[src/rtl/prescaler_sched.sv]
// Round-robin scheduler sharing one N-bit prescaler counter among NCH requesters.
// Optional PRESCALER_SCHED_ABORT_EN: dropping req[owner] during LOAD/RUN aborts the job.
module prescaler_sched #(
  parameter int N   = 20,
  parameter int NCH = 4
) (
  input  logic             clk,
  input  logic             reset,
  input  logic [NCH-1:0]   req,
  input  logic [NCH*N-1:0] tc_in,
  output logic [NCH-1:0]   grant,
  output logic [NCH-1:0]   done,
  output logic             busy,
  output logic             q,
  output logic [N-1:0]     count
);

  localparam int PW = (NCH > 1) ? $clog2(NCH) : 1;

  typedef enum logic [1:0] {
    S_IDLE = 2'd0,
    S_LOAD = 2'd1,
    S_RUN  = 2'd2,
    S_DONE = 2'd3
  } state_t;

  state_t         r_state, w_state_nxt;
  logic [PW-1:0]  r_owner, w_owner_nxt;
  logic [PW-1:0]  r_rr_ptr, w_rr_ptr_nxt;
  logic [N-1:0]   r_tc, w_tc_nxt;
  logic [N-1:0]   r_count, w_count_nxt;
  logic [NCH-1:0] r_grant, w_grant_nxt;
  logic [NCH-1:0] r_done, w_done_nxt;
  logic           r_q, w_q_nxt;

  logic           w_found;
  logic [PW-1:0]  w_pick;
  logic [PW-1:0]  w_owner_inc;

  // Channel index (base + off) wrapped modulo NCH; off is always below NCH.
  function automatic logic [PW-1:0] wrap_add(input logic [PW-1:0] base, input int unsigned off);
    int unsigned s;
    s = 32'(base) + off;
    if (s >= 32'(NCH)) s = s - 32'(NCH);
    return PW'(s);
  endfunction

  assign w_owner_inc = wrap_add(r_owner, 1);

  // First requesting channel at or after the round-robin pointer.
  always_comb begin
    w_found = 1'b0;
    w_pick  = r_rr_ptr;
    for (int k = 0; k < NCH; k++) begin
      if (!w_found && req[wrap_add(r_rr_ptr, k)]) begin
        w_found = 1'b1;
        w_pick  = wrap_add(r_rr_ptr, k);
      end
    end
  end

  // NOTE: every signal driven here gets a default first, so no path can leave
  // one unassigned and infer a latch.
  always_comb begin
    w_state_nxt  = r_state;
    w_owner_nxt  = r_owner;
    w_rr_ptr_nxt = r_rr_ptr;
    w_tc_nxt     = r_tc;
    w_count_nxt  = r_count;
    w_grant_nxt  = r_grant;
    w_done_nxt   = '0;
    w_q_nxt      = r_q;

    unique case (r_state)
      S_IDLE: begin
        w_grant_nxt = '0;
        w_count_nxt = '0;
        w_q_nxt     = 1'b0;
        if (w_found) begin
          w_state_nxt          = S_LOAD;
          w_owner_nxt          = w_pick;
          w_grant_nxt[w_pick]  = 1'b1;
        end
      end

      S_LOAD: begin
        w_tc_nxt    = tc_in[r_owner*N +: N];
        w_count_nxt = '0;
        w_state_nxt = S_RUN;
        // q follows the count it will show next cycle: 0 >= tc/2 only for tc < 2.
        w_q_nxt     = ((w_tc_nxt >> 1) == '0);
      end

      S_RUN: begin
        if (r_count == r_tc) begin
          w_state_nxt = S_DONE;
          w_done_nxt  = r_grant;
        end else begin
          w_count_nxt = r_count + N'(1);
        end
        w_q_nxt = (w_count_nxt >= (r_tc >> 1));
      end

      S_DONE: begin
        w_state_nxt  = S_IDLE;
        w_rr_ptr_nxt = w_owner_inc;
        w_grant_nxt  = '0;
        w_count_nxt  = '0;
        w_q_nxt      = 1'b0;
      end
    endcase

`ifdef PRESCALER_SCHED_ABORT_EN
    // Owner withdrew its request before completion: drop the job silently.
    if ((r_state == S_LOAD || r_state == S_RUN) && !req[r_owner]) begin
      w_state_nxt  = S_IDLE;
      w_rr_ptr_nxt = w_owner_inc;
      w_grant_nxt  = '0;
      w_done_nxt   = '0;
      w_count_nxt  = '0;
      w_q_nxt      = 1'b0;
    end
`else
`endif
  end

  // NOTE: state registers use non-blocking assignments so every register
  // samples the values from before this edge, independent of statement order.
  always_ff @(posedge clk) begin
    if (reset) begin
      r_state  <= S_IDLE;
      r_owner  <= '0;
      r_rr_ptr <= '0;
      r_tc     <= '0;
      r_count  <= '0;
      r_grant  <= '0;
      r_done   <= '0;
      r_q      <= 1'b0;
    end else begin
      r_state  <= w_state_nxt;
      r_owner  <= w_owner_nxt;
      r_rr_ptr <= w_rr_ptr_nxt;
      r_tc     <= w_tc_nxt;
      r_count  <= w_count_nxt;
      r_grant  <= w_grant_nxt;
      r_done   <= w_done_nxt;
      r_q      <= w_q_nxt;
    end
  end

  assign grant = r_grant;
  assign done  = r_done;
  assign busy  = (r_state != S_IDLE);
  assign q     = r_q;
  assign count = r_count;

endmodule

[config.mk]
export PLATFORM = sky130hd
export DESIGN_NAME = prescaler_sched
export DESIGN_NICKNAME = d
export VERILOG_FILES = /design/src/rtl/prescaler_sched.sv
export SDC_FILE = /design/constraint.sdc
export NUM_CORES = 1
export LEC_CHECK = 0
export ABC_AREA = 1
export CAP_MARGIN = 20
export CORE_MARGIN = 2
export CORE_UTILIZATION = 48
export DETAILED_ROUTE_END_ITERATION = 10
export MAX_ROUTING_LAYER = met4
export PLACE_DENSITY = 0.82
export SLEW_MARGIN = 20
export SYNTH_ARGS = -nofsm -noshare
export SYNTH_HDL_FRONTEND = slang
export SYNTH_SLANG_ARGS = --single-unit
[constraint.sdc]
create_clock -name clk -period 3.55 [get_ports clk]
set_input_delay 0.5325 -clock clk [delete_from_list [all_inputs] [get_ports clk]]
set_output_delay 0.5325 -clock clk [all_outputs]
set_load 0.02 [all_outputs]
==> reports/results.ini <==
[outcome]
outcome = finished, final reports clean

[clock_network]
clock_path_buffers = 2
insertion_delay_ns = 0.31
cts.sinks = 55
numCtsBuffers = 5
clkTransAtPathRegs_ns = 0.10
clock_tree.root_cell = clkbuf_8
h-tree-depth = 2
cts_tree = done

[route]
wire_per_inst_um = 14.04
drtIter0Drc = 205
wirelength_mm = 10.87
drt_pass1_iterations = 4
viasPerCell = 5.097
postRouteAntennaNets = 0
drc = 0
vias = 3945

[layout]
antenna_cells = 0
drive_above_1_share_pct = 3.423
area_delta_synth_final_pct = 35.00
nNetsFinal = 781
fin_util_pct = 66.73
final_cell_mix = nand2_1, clkdlybuf4s50_1, inv_1
final_common_cell = nand2_1

[die]
core-area_sq_mm = 0.007687
dieArea_sq_mm = 0.008644
die_y_um = 92.98
chipWidth_um = 92.98
rows = 32
start_util_pct = 49.43
io_pins = 116

[hold_path]
whs_endpoint = done[0]$_SDFF_PP0_
hold_start = grant[0]$_SDFFE_PP0P_
min_path_cells = 2
hp-class = reg2reg

[sta]
drv_slew = 0
tns_ns = 0
fin_worst_skew_ns = 0.007766
finalSetupViolations = 0
fmax_mhz = 315.9
worst_pin_slew_ns = 0.9182
finalCritPeriodShare_pct = 89.17
fin_crit_ns = 3.166
hold_slack_ns = 0.4550
relSlewSlack_pct = 38.72
hold_viol_final = 0

[global_routing]
grtUsageMet1_pct = 30.66
grt_max_degree = 42
grt_pass1_vias = 3876
grt_overflow = 0
grt_usage_pct = 26.20
grt_pass1_wl_mm = 17.80
gr-usage-met2_pct = 46.98
gr-usage-met3_pct = 4.432
antenna_found_initial = 0
globalRoute.busiestLayer = met2

[power_and_ir_drop]
power_density_mw_per_mm2 = 617.1
power_w = 0.003166
peakVddDrop_v = 0.0004903
p_leak_nw = 2.313

[placement]
dp_hpwl_mm = 8.500
numPortBuffers = 115
finalWeightedCongestion = 0.9473

[logic_synthesis]
netlist_instances = 568
synth_mux_area_share_pct = 0
synth_cell_type_count = 31
synth_compound_area_share_pct = 18.37
syn_area_sq_mm = 0.003800
synth-xor-area-share_pct = 8.693
syn_avg_cell_area_sq_um = 6.690
synth_top_family_by_area = simple AND/OR/NAND/NOR gates
synth-adder-area-share_pct = 7.903
ys_seq_elements = 55
syn_nets = 678
ys_seq_area_share_pct = 28.98
yosysWarningCount = 0
synthSimpleGateAreaFrac_pct = 24.30

[job]
max-cap-violations = 0

[setup_path]
end_kind = register
regToRegStartpoint = count[6]$_SDFF_PP0_
r2r_setup_slack_ns = 0.38
path_class = reg2reg
arrival_ns = 3.41
reg2regPathDepth = 23
crit_path_start_kind = register
crit_path_max_fanout = 12
crit_required_ns = 3.80
r2r-end = q$_SDFF_PP0_
startpoint = count[6]$_SDFF_PP0_

-- flip-flops by register name, indices dropped and copies added, names as in the netlist --
name	cells
r_rr_ptr	2
q	1
r_state	2
count	20
r_tc	20
done	4
grant	4
r_owner	2
-- cells in the mapped netlist --
| cell type | instances | area share [%] |
|---|---|---|
| clkbuf_1 | 17 | 1.7 |
| a211oi_1 | 2 | 0.40 |
| o21ai_2 | 3 | 0.69 |
| o22a_1 | 7 | 1.6 |
| a32o_1 | 12 | 3.2 |
| a31oi_1 | 2 | 0.33 |
| buf_6 | 1 | 0.30 |
| nand2_2 | 1 | 0.16 |
| nor3_1 | 9 | 1.2 |
| dfxtp_1 | 55 | 29 |
| xor2_1 | 27 | 6.2 |
| nor2_1 | 66 | 6.5 |
| inv_2 | 3 | 0.30 |
| nor2_4 | 1 | 0.30 |
| nand2_1 | 119 | 12 |
| o21ai_0 | 25 | 3.3 |
| buf_1 | 1 | 0.099 |
| inv_1 | 89 | 8.8 |
| o21ai_1 | 11 | 1.4 |
| nand3_1 | 16 | 2.1 |
| nand4_1 | 9 | 1.5 |
| o22ai_1 | 18 | 3.0 |
| buf_2 | 3 | 0.40 |
| xor2_2 | 2 | 0.86 |
| nor4_1 | 2 | 0.33 |
| o21a_1 | 2 | 0.40 |
| ha_1 | 24 | 7.9 |
| nand3_4 | 1 | 0.46 |
| a21oi_1 | 31 | 4.1 |
| xnor2_1 | 7 | 1.6 |
| clkinv_1 | 2 | 0.20 |
-- final cells by class --
type                       instances  area [sq um]
clock buffer                       6         82.58
clock inverter                     2         35.03
fill                             665          2557
inverter                          94         352.8
multi-input combinational        397          2257
sequential                        55          1101
tap                              102         127.6
timing repair buffer             118          1174
-- routing by layer --
metal | vias to the layer above | wire length [um]
met5 | - | 0
met4 | 0 | 182
met3 | 18 | 567
met2 | 108 | 5485
met1 | 1782 | 4632
li1 | 2037 | -
-- how the worst max path moves through the flow --
stage                         endpoint  depth (start not counted)  slack [ns]
after floorplan           q$_SDFF_PP0_                         22        0.79
after global placement    q$_SDFF_PP0_                         23        0.49
after detailed placement  q$_SDFF_PP0_                         23        0.42
after CTS                 q$_SDFF_PP0_                         23        0.37
after global routing      q$_SDFF_PP0_                         23       -0.01
final                     q$_SDFF_PP0_                         23        0.38
-- stage by stage --
step | std cells | instance area, sq um | worst slack (ns)
2_1_floorplan | 568 | 3800 | 0.7947
3_3_place_gp | 766 | 5007 | 0.4915
3_5_place_dp | 766 | 5007 | 0.4163
4_1_cts | 774 | 5125 | 0.3700
5_1_grt | 774 | 5130 | -0.01094
6_report | 774 | 5130 | 0.3844
-- critical path: stages, from the launching register on --
cell and delay (ns):
dfxtp_1 0.44, xor2_1 0.09, nor3_1 0.19, nand2_1 0.10
nor2_1 0.20, nand3_2 0.24, nand3_1 0.22, xor2_1 0.22
inv_1 0.07, ha_1 0.29, nand2_1 0.07, inv_1 0.07
nand3_1 0.13, nor3_1 0.16, nand2_1 0.10, nand2_1 0.09
nand2_1 0.05, nand2_1 0.06, nand2_1 0.04, nand2_1 0.05
nand2_1 0.04, nand2_1 0.05, nand2_1 0.05, a21oi_1 0.11
-- report_power, final --
part	internal, W	total (W)	leakage, nW	switching (W)
combinational	0.000718	0.00184	1.80	0.00113
clock	0.000229	0.000433	0.0612	0.000205
sequential	0.000748	0.000888	0.447	0.000140
-- logic make-up after synthesis --
logic type / Yosys count
and+or+nand+nor: 224
DFF: 55
AOI/OAI and AO/OA: 113
adders and majority gates: 24
xor gates and xnor gates: 36
buffers and inverters: 116
-- timing repair --
action	in CTS	in global routing
setup endpoints to repair	0	1
gates resized for setup	0	1
hold buffers	0	0
setup buffers	0	0
No activity file was read; power rests on OpenSTA's default activity.
